==> src/rtl/sn2bn_counter.sv <==
// sn2bn_counter: stochastic-to-binary decoder counting ones per lane over a 2**NUM_BIT valid-bit window
// Ports:
//   i_clk_sn2bn   clock, rising edge
//   i_rst_sn2bn   asynchronous active-low reset
//   i_start_sn2bn pulse: clear counters and open a window
//   i_stop_sn2bn  abort the open window (wins over start)
//   i_valid_sn2bn qualifies i_sn_bit
//   i_sn_bit      one stream bit per lane
//   o_x_bn        decoded value per lane, held until next window completes
//   o_sat         lane saw all ones and was clipped to 2**NUM_BIT-1
//   o_busy        window open
//   o_done        one-cycle pulse when o_x_bn/o_sat update
module sn2bn_counter #(
  parameter int NUM_BIT = 8,
  parameter int DIM = 4
) (
  input  logic                           i_clk_sn2bn,
  input  logic                           i_rst_sn2bn,
  input  logic                           i_start_sn2bn,
  input  logic                           i_stop_sn2bn,
  input  logic                           i_valid_sn2bn,
  input  logic [DIM-1:0]                 i_sn_bit,
  output logic [DIM-1:0][NUM_BIT-1:0]    o_x_bn,
  output logic [DIM-1:0]                 o_sat,
  output logic                           o_busy,
  output logic                           o_done
);
  typedef enum logic [1:0] {IDLE, ACC, DONE} state_t;
  localparam logic [NUM_BIT:0] LAST = {1'b0, {NUM_BIT{1'b1}}};
  state_t state;
  logic [DIM-1:0][NUM_BIT:0] lane_cnt, nxt;
  logic [NUM_BIT:0] bit_cnt;
  logic go;
  assign go = i_start_sn2bn && !i_stop_sn2bn;
  assign o_busy = state == ACC;
  always_comb
    for (int k = 0; k < DIM; k++) nxt[k] = lane_cnt[k] + {{NUM_BIT{1'b0}}, i_sn_bit[k]};
  always_ff @(posedge i_clk_sn2bn or negedge i_rst_sn2bn)
    if (!i_rst_sn2bn) begin
      state <= IDLE;
      lane_cnt <= '0;
      bit_cnt <= '0;
      o_x_bn <= '0;
      o_sat <= '0;
      o_done <= 1'b0;
    end else begin
      o_done <= 1'b0;
      if (go) begin
        lane_cnt <= '0;
        bit_cnt <= '0;
      end
      case (state)
        IDLE: if (go) state <= ACC;
        ACC:
          if (i_stop_sn2bn) state <= IDLE;
          else if (!i_start_sn2bn && i_valid_sn2bn) begin
            lane_cnt <= nxt;
            bit_cnt <= bit_cnt + (NUM_BIT+1)'(1);
            // outputs are registered from the final bit directly so they appear in the DONE cycle
            if (bit_cnt == LAST) begin
              state <= DONE;
              o_done <= 1'b1;
              for (int k = 0; k < DIM; k++) begin
                o_x_bn[k] <= nxt[k][NUM_BIT] ? '1 : nxt[k][NUM_BIT-1:0];
                o_sat[k] <= nxt[k][NUM_BIT];
              end
            end
          end
        default: state <= go ? ACC : IDLE;
      endcase
    end
endmodule
==> config.mk <==
export PLATFORM = sky130hd
export DESIGN_NAME = sn2bn_counter
export DESIGN_NICKNAME = d
export VERILOG_FILES = /design/src/rtl/sn2bn_counter.sv
export SDC_FILE = /design/constraint.sdc
export NUM_CORES = 1
export LEC_CHECK = 0
export ABC_AREA = 0
export ABC_CLOCK_PERIOD_IN_PS = 1850
export BUFFER_PORTS_ARGS = -buffer_cell sky130_fd_sc_hd__buf_2
export CAP_MARGIN = 20
export CORE_MARGIN = 2
export CORE_UTILIZATION = 35
export DETAILED_ROUTE_END_ITERATION = 16
export REMOVE_ABC_BUFFERS = 1
export SLEW_MARGIN = 0
export SYNTH_ARGS = -nofsm -noshare
export SYNTH_HDL_FRONTEND = slang
export SYNTH_SLANG_ARGS = --single-unit
export TNS_END_PERCENT = 50
==> constraint.sdc <==
create_clock -name i_clk_sn2bn -period 1.85 [get_ports i_clk_sn2bn]
set_clock_uncertainty 0.2 [all_clocks]
set_input_delay 0.0925 -clock i_clk_sn2bn [delete_from_list [all_inputs] [get_ports i_clk_sn2bn]]
set_output_delay 0.0925 -clock i_clk_sn2bn [all_outputs]
set_load 0.02 [all_outputs]
Word-level counts from Yosys, hierarchy flattened --
Index checks and enable logic that the tools add are counted.
Cells by class: reduce and logical (&&, ||, !) cells 7, equality and inequality tests 5, add/subtract/negate cells 5, muxes and demuxes 22, bitwise gates (word level) 1
Operators by type and width (count):
- 36-bit 2-to-1 mux | 4
- 9-bit by 1-bit adder with 9-bit output | 4
- 9-bit 2-to-1 mux | 4
- 8-bit 2-to-1 mux | 4
- 9-bit by 1-bit adder with 9-bit output, second input constant | 1
- 9-bit by 8-bit == test with 1-bit output, second input constant | 1
- 2-bit 2-to-1 mux | 4
- 3-bit by 2-bit != test with 1-bit output, second input constant | 2
- 1-bit 2-to-1 mux | 5
- 2-bit case mux with 2 select lines | 1
- 4-bit AND reduction | 1
- 3-bit AND reduction | 1
- 2-bit by 1-bit == test with 1-bit output, second input constant | 1
- 1-bit logical AND | 2
- 1-bit zero test | 2
- 2-bit zero test | 1
- 2-bit != test, second input constant | 1
- 1-bit inverter | 1
Storage, ports and cells: output and inout bits 38, register bits 84, bits of input ports 9

Logic depth before layout (Yosys ltp) --
word-level depth 6, gate-level depth with buffers 10, gate-level depth less buffers 8

Least setup slack after synthesis --
OpenSTA, ideal clock, no wires.
path kind reg2reg, start point register bit_cnt[0], end point register o_x_bn[15] (netlist name), period minus slack after synthesis 2.027 ns, stages on the path, launching flop included 11, required time 1.524 ns, path buffers 2, arrival time 1.700 ns, path slack -0.177 ns, cells stage by stage dfrtp_1 > ha_1 > and3_1 > and3_1 > ha_1 > nand2_1 > nor2_8 > buf_6 > buf_6 > nor2_1 > a21oi_2
On the way: cells in the longest elaborated chain, start to end 2
RTL lines:
- start, declared | RTL line 32 | logic [NUM_BIT:0] bit_cnt;
- start signal, assigned | RTL line 58 | bit_cnt <= bit_cnt + (NUM_BIT+1)'(1);
- 9-bit by 8-bit == test with 1-bit output | RTL line 60 | if (bit_cnt == LAST) begin
- 4-bit AND reduction (no line)
- end signal, assigned by index | RTL line 64 | o_x_bn[k] <= nxt[k][NUM_BIT] ? '1 : nxt[k][NUM_BIT-1:0];
- end, declared | RTL line 23 | output logic [DIM-1:0][NUM_BIT-1:0] o_x_bn,
No other way between the ends. A chain may end at the register's enable or synchronous reset.

Final worst setup path --
start point register bit_cnt[0], end point register state[0]
On the way: cells in the longest elaborated chain, start to end 3
RTL lines:
- 9-bit by 8-bit == test with 1-bit output | RTL line 60
- 3-bit by 2-bit != test with 1-bit output (no line)
- 3-bit AND reduction (no line)
- end signal, assigned | RTL line 69 | default: state <= go ? ACC : IDLE;
- end, declared | RTL line 30 | state_t state;
No other way between the ends.

==> impl_metrics.tcl <==
set metrics [dict create \
    yosysMostFrequentCell "dfrtp_1" \
    drive_above_1_share_pct 32.28 \
    area_growth_pct 32.56 \
    power.share.switching_pct 21.97 \
    irDropWorstVdd_v 0.0004036 \
    synth-async-reset-ratio_pct 100.0 \
    synth_seq_area_share_pct 50.88 \
    setup_violations 64 \
    intPower_mw 3.007 \
    cp_max_fo 3 \
    status "finished, violations left" \
    drt_iter0_drc 161 \
    die_h_um 112.6 \
    routabilityCongestion 0.7736 \
    dp_hpwl_mm 6.572 \
    clkLatencyLatePin_ps 340 \
    p_leak_nw 2.641 \
    holdWs_ps 80.24 \
    start_kind "flip-flop" \
    rr_worst_depth 10 \
    initial_core_util_pct 36.03 \
    synth.ff_latch_count 84 \
    n_antenna_cell 0 \
    totalWireLength_mm 9.782 \
    synth_common_cells "dfrtp_1, nor2_1, o21ai_0" \
    period_share_pct 108.7 \
    antenna_found_initial 0 \
    power.switching_mw 0.8467 \
    fin_util_pct 47.76 \
    grt_pass1_vias 3576 \
    r2r-end "state[0]$_DFFE_PN0P_" \
    core-area_um2 11470 \
    syn_avg_cell_area_um2 9.979 \
    io_pins 47 \
    synth-main-ff-cell "dfrtp_1" \
    synth_area_leaders "dfrtp_1, o21ai_0, a21oi_2, nor2_1, xnor2_1" \
    grt_start_max_net_pins 51 \
    fin_nets 551 \
    vias 3418 \
    violations "negative setup slack" \
    htreeDepth 3 \
    die_width_um 112.6 \
    r2r-start "bit_cnt[0]$_DFF_PN0_" \
    synth-edff-count 0 \
    finalHoldViolCount 0 \
    comb_power_share_pct 5.6 \
    cts_buffers 9 \
    critPathKind "flip-flop to flip-flop" \
    clk_pin_slew_ps 60 \
    viasPerCell 5.034 \
    drt_pass1_iterations 4 \
    pwr-share-clk_pct 46.3 \
    final_max_slew_viol_count 0 \
    cts.path.max_buffers 2 \
    synth_area_um2 4131 \
    max-cap-violations 0 \
    grt_pass1_wl_mm 16.91 \
    hold_class "primary input to flip-flop" \
    synthCells 414 \
    row_count 39 \
    power.density_nw_per_um2 703.6 \
    yosys_warnings 0 \
    critPathRequiredTime_ps 1880 \
    drc 0 \
    grt.total_usage_pct 16.47 \
    wl_per_cell_um 14.41 \
    dieArea_um2 12690 \
    port-buffer-count 46 \
    crit_end "state[0]$_DFFE_PN0P_" \
    critPathLaunch "bit_cnt[0]$_DFF_PN0_" \
    ant_nets 0 \
    cts-root-buf "clkbuf_16" \
    worst_slew_pin_slew_ps 829.0 \
    fmax_mhz 497.2 \
    fin_ws_ps -161.2 \
    cp-end-kind "flip-flop" \
    max_slew_margin_pct 44.74 \
    cts_tree "yes" \
    seq_power_share_pct 48.1 \
    arrival_ps 2040 \
    yosysUniqueCellTypes 38 \
    cts.sinks 84 \
    synth_top_area_share_pct 50.88 \
    grt_overflow 0 \
    layout_min_cycle_time_ps 2011 \
    rsz0062_at_grt "yes" \
    r2r_setup_slack_ps -160 \
    yosys.area.top_type "dfrtp_1" \
]
==> cells in the final DEF, fill, tap and decap left out, types with 2 or more instances in the layout <==
cell	count
nor2b_1	2
buf_2	45
nor4_1	3
mux2i_1	3
a31oi_1	4
dfrtp_1	84
nand4_1	8
xor2_1	3
nand3_1	24
nand2b_1	9
buf_12	3
clkbuf_16	9
a21oi_2	28
buf_4	57
ha_1	8
o21ai_1	4
dlygate4sd3_1	9
a21oi_1	5
and3_4	6
nor2_4	2
and3_1	13
inv_1	12
nor3b_1	5
nor2_2	2
xnor2_1	20
nor2_1	51
a21o_1	8
nor3_1	5
o21ai_0	44
o2bb2ai_1	4
or3_1	7
clkbuf_1	3
buf_6	9
nand2_1	21
==> worst max-delay path, cell delays in order (launching register included) <==
cell	delay, ps
dfrtp_1	360
ha_2	200
and3_4	180
and3_4	190
ha_4	150
nand2_8	70
buf_4	140
buf_4	120
buf_4	140
a21oi_2	110
nor2_1	50
==> metal layers <==
metal  wire length, um  vias to the layer above  share of wire, %  track usage [%]
li1                  -                     1681                 -                -
met1              4723                     1660                48            22.40
met2              4541                       67                46            26.67
met3               351                       10               3.6            2.430
met4               165                        0               1.7            6.341
met5                 0                        -                 0                0
==> through the flow <==
stage                     instance area (um2)  setup slack, ps  total power, mW  std cells  setup TNS [ps]
after floorplan                          3998           -522.2            1.955        396          -23260
after global placement                   4912           -332.0            2.068        647           -8697
after detailed placement                 4912           -399.9            2.071        647          -11120
after CTS                                5413           -165.9            3.879        676           -6664
after global routing                     5477           -245.6            3.984        679          -12300
final                                    5477           -161.2            3.853        679           -7111
==> power by group through the flow <==
stage	logic, mW	registers (mW)	clock network (mW)
3_5_place_dp	0.184	1.89	0
2_1_floorplan	0.0676	1.89	0
3_3_place_gp	0.181	1.89	0
5_1_grt	0.243	1.85	1.89
4_1_cts	0.212	1.85	1.81
6_report	0.214	1.85	1.79
==> worst min path at each step <==
stage                                   endpoint  slack (ps)           from  cells past startpoint
after floorplan             bit_cnt[0]$_DFF_PN0_        -400    i_rst_sn2bn                      0
after global placement    o_x_bn[21]$_DFFE_PN0P_        -240    i_rst_sn2bn                      1
after detailed placement  o_x_bn[22]$_DFFE_PN0P_        -240    i_rst_sn2bn                      1
after CTS                       o_done$_DFF_PN0_          80  i_valid_sn2bn                      4
after global routing            o_done$_DFF_PN0_         100  i_valid_sn2bn                      4
final                           o_done$_DFF_PN0_          80  i_valid_sn2bn                      4
==> state kept, by name, indices dropped and copies added, names as in the netlist <==
signal,cells
bit_cnt,9
lane_cnt,36
o_done,1
o_sat,4
o_x_bn,32
state,2
==> repair_timing <==
action / CTS / global route
gates cloned: 0 / 2
pin swaps: 25 / 8
endpoints found under the hold margin: 93 / 0
endpoints found under the setup margin: 64 / 69
resized for setup: 23 / 9
setup buffers: 5 / 2
hold buffers: 9 / 0
==> cell families after synthesis <==
group | Yosys count | synth area share [%]
xor+xnor | 23 | 4.876
simple gates | 164 | 20.68
buf+inv | 31 | 4.421
compound gates | 99 | 15.38
mux | 3 | 0.7269
fa+ha+maj | 10 | 3.028
flops | 84 | 50.88
==> cell type report <==
class	instances	area [um2]
fill	1067	5991
multi-input combinational	301	1957
timing repair buffer	123	904.6
inverter	13	48.80
clock buffer	13	250.2
clock inverter	2	35.03
sequential	84	2102
tap	143	178.9
(Power assumes the default switching activity.)
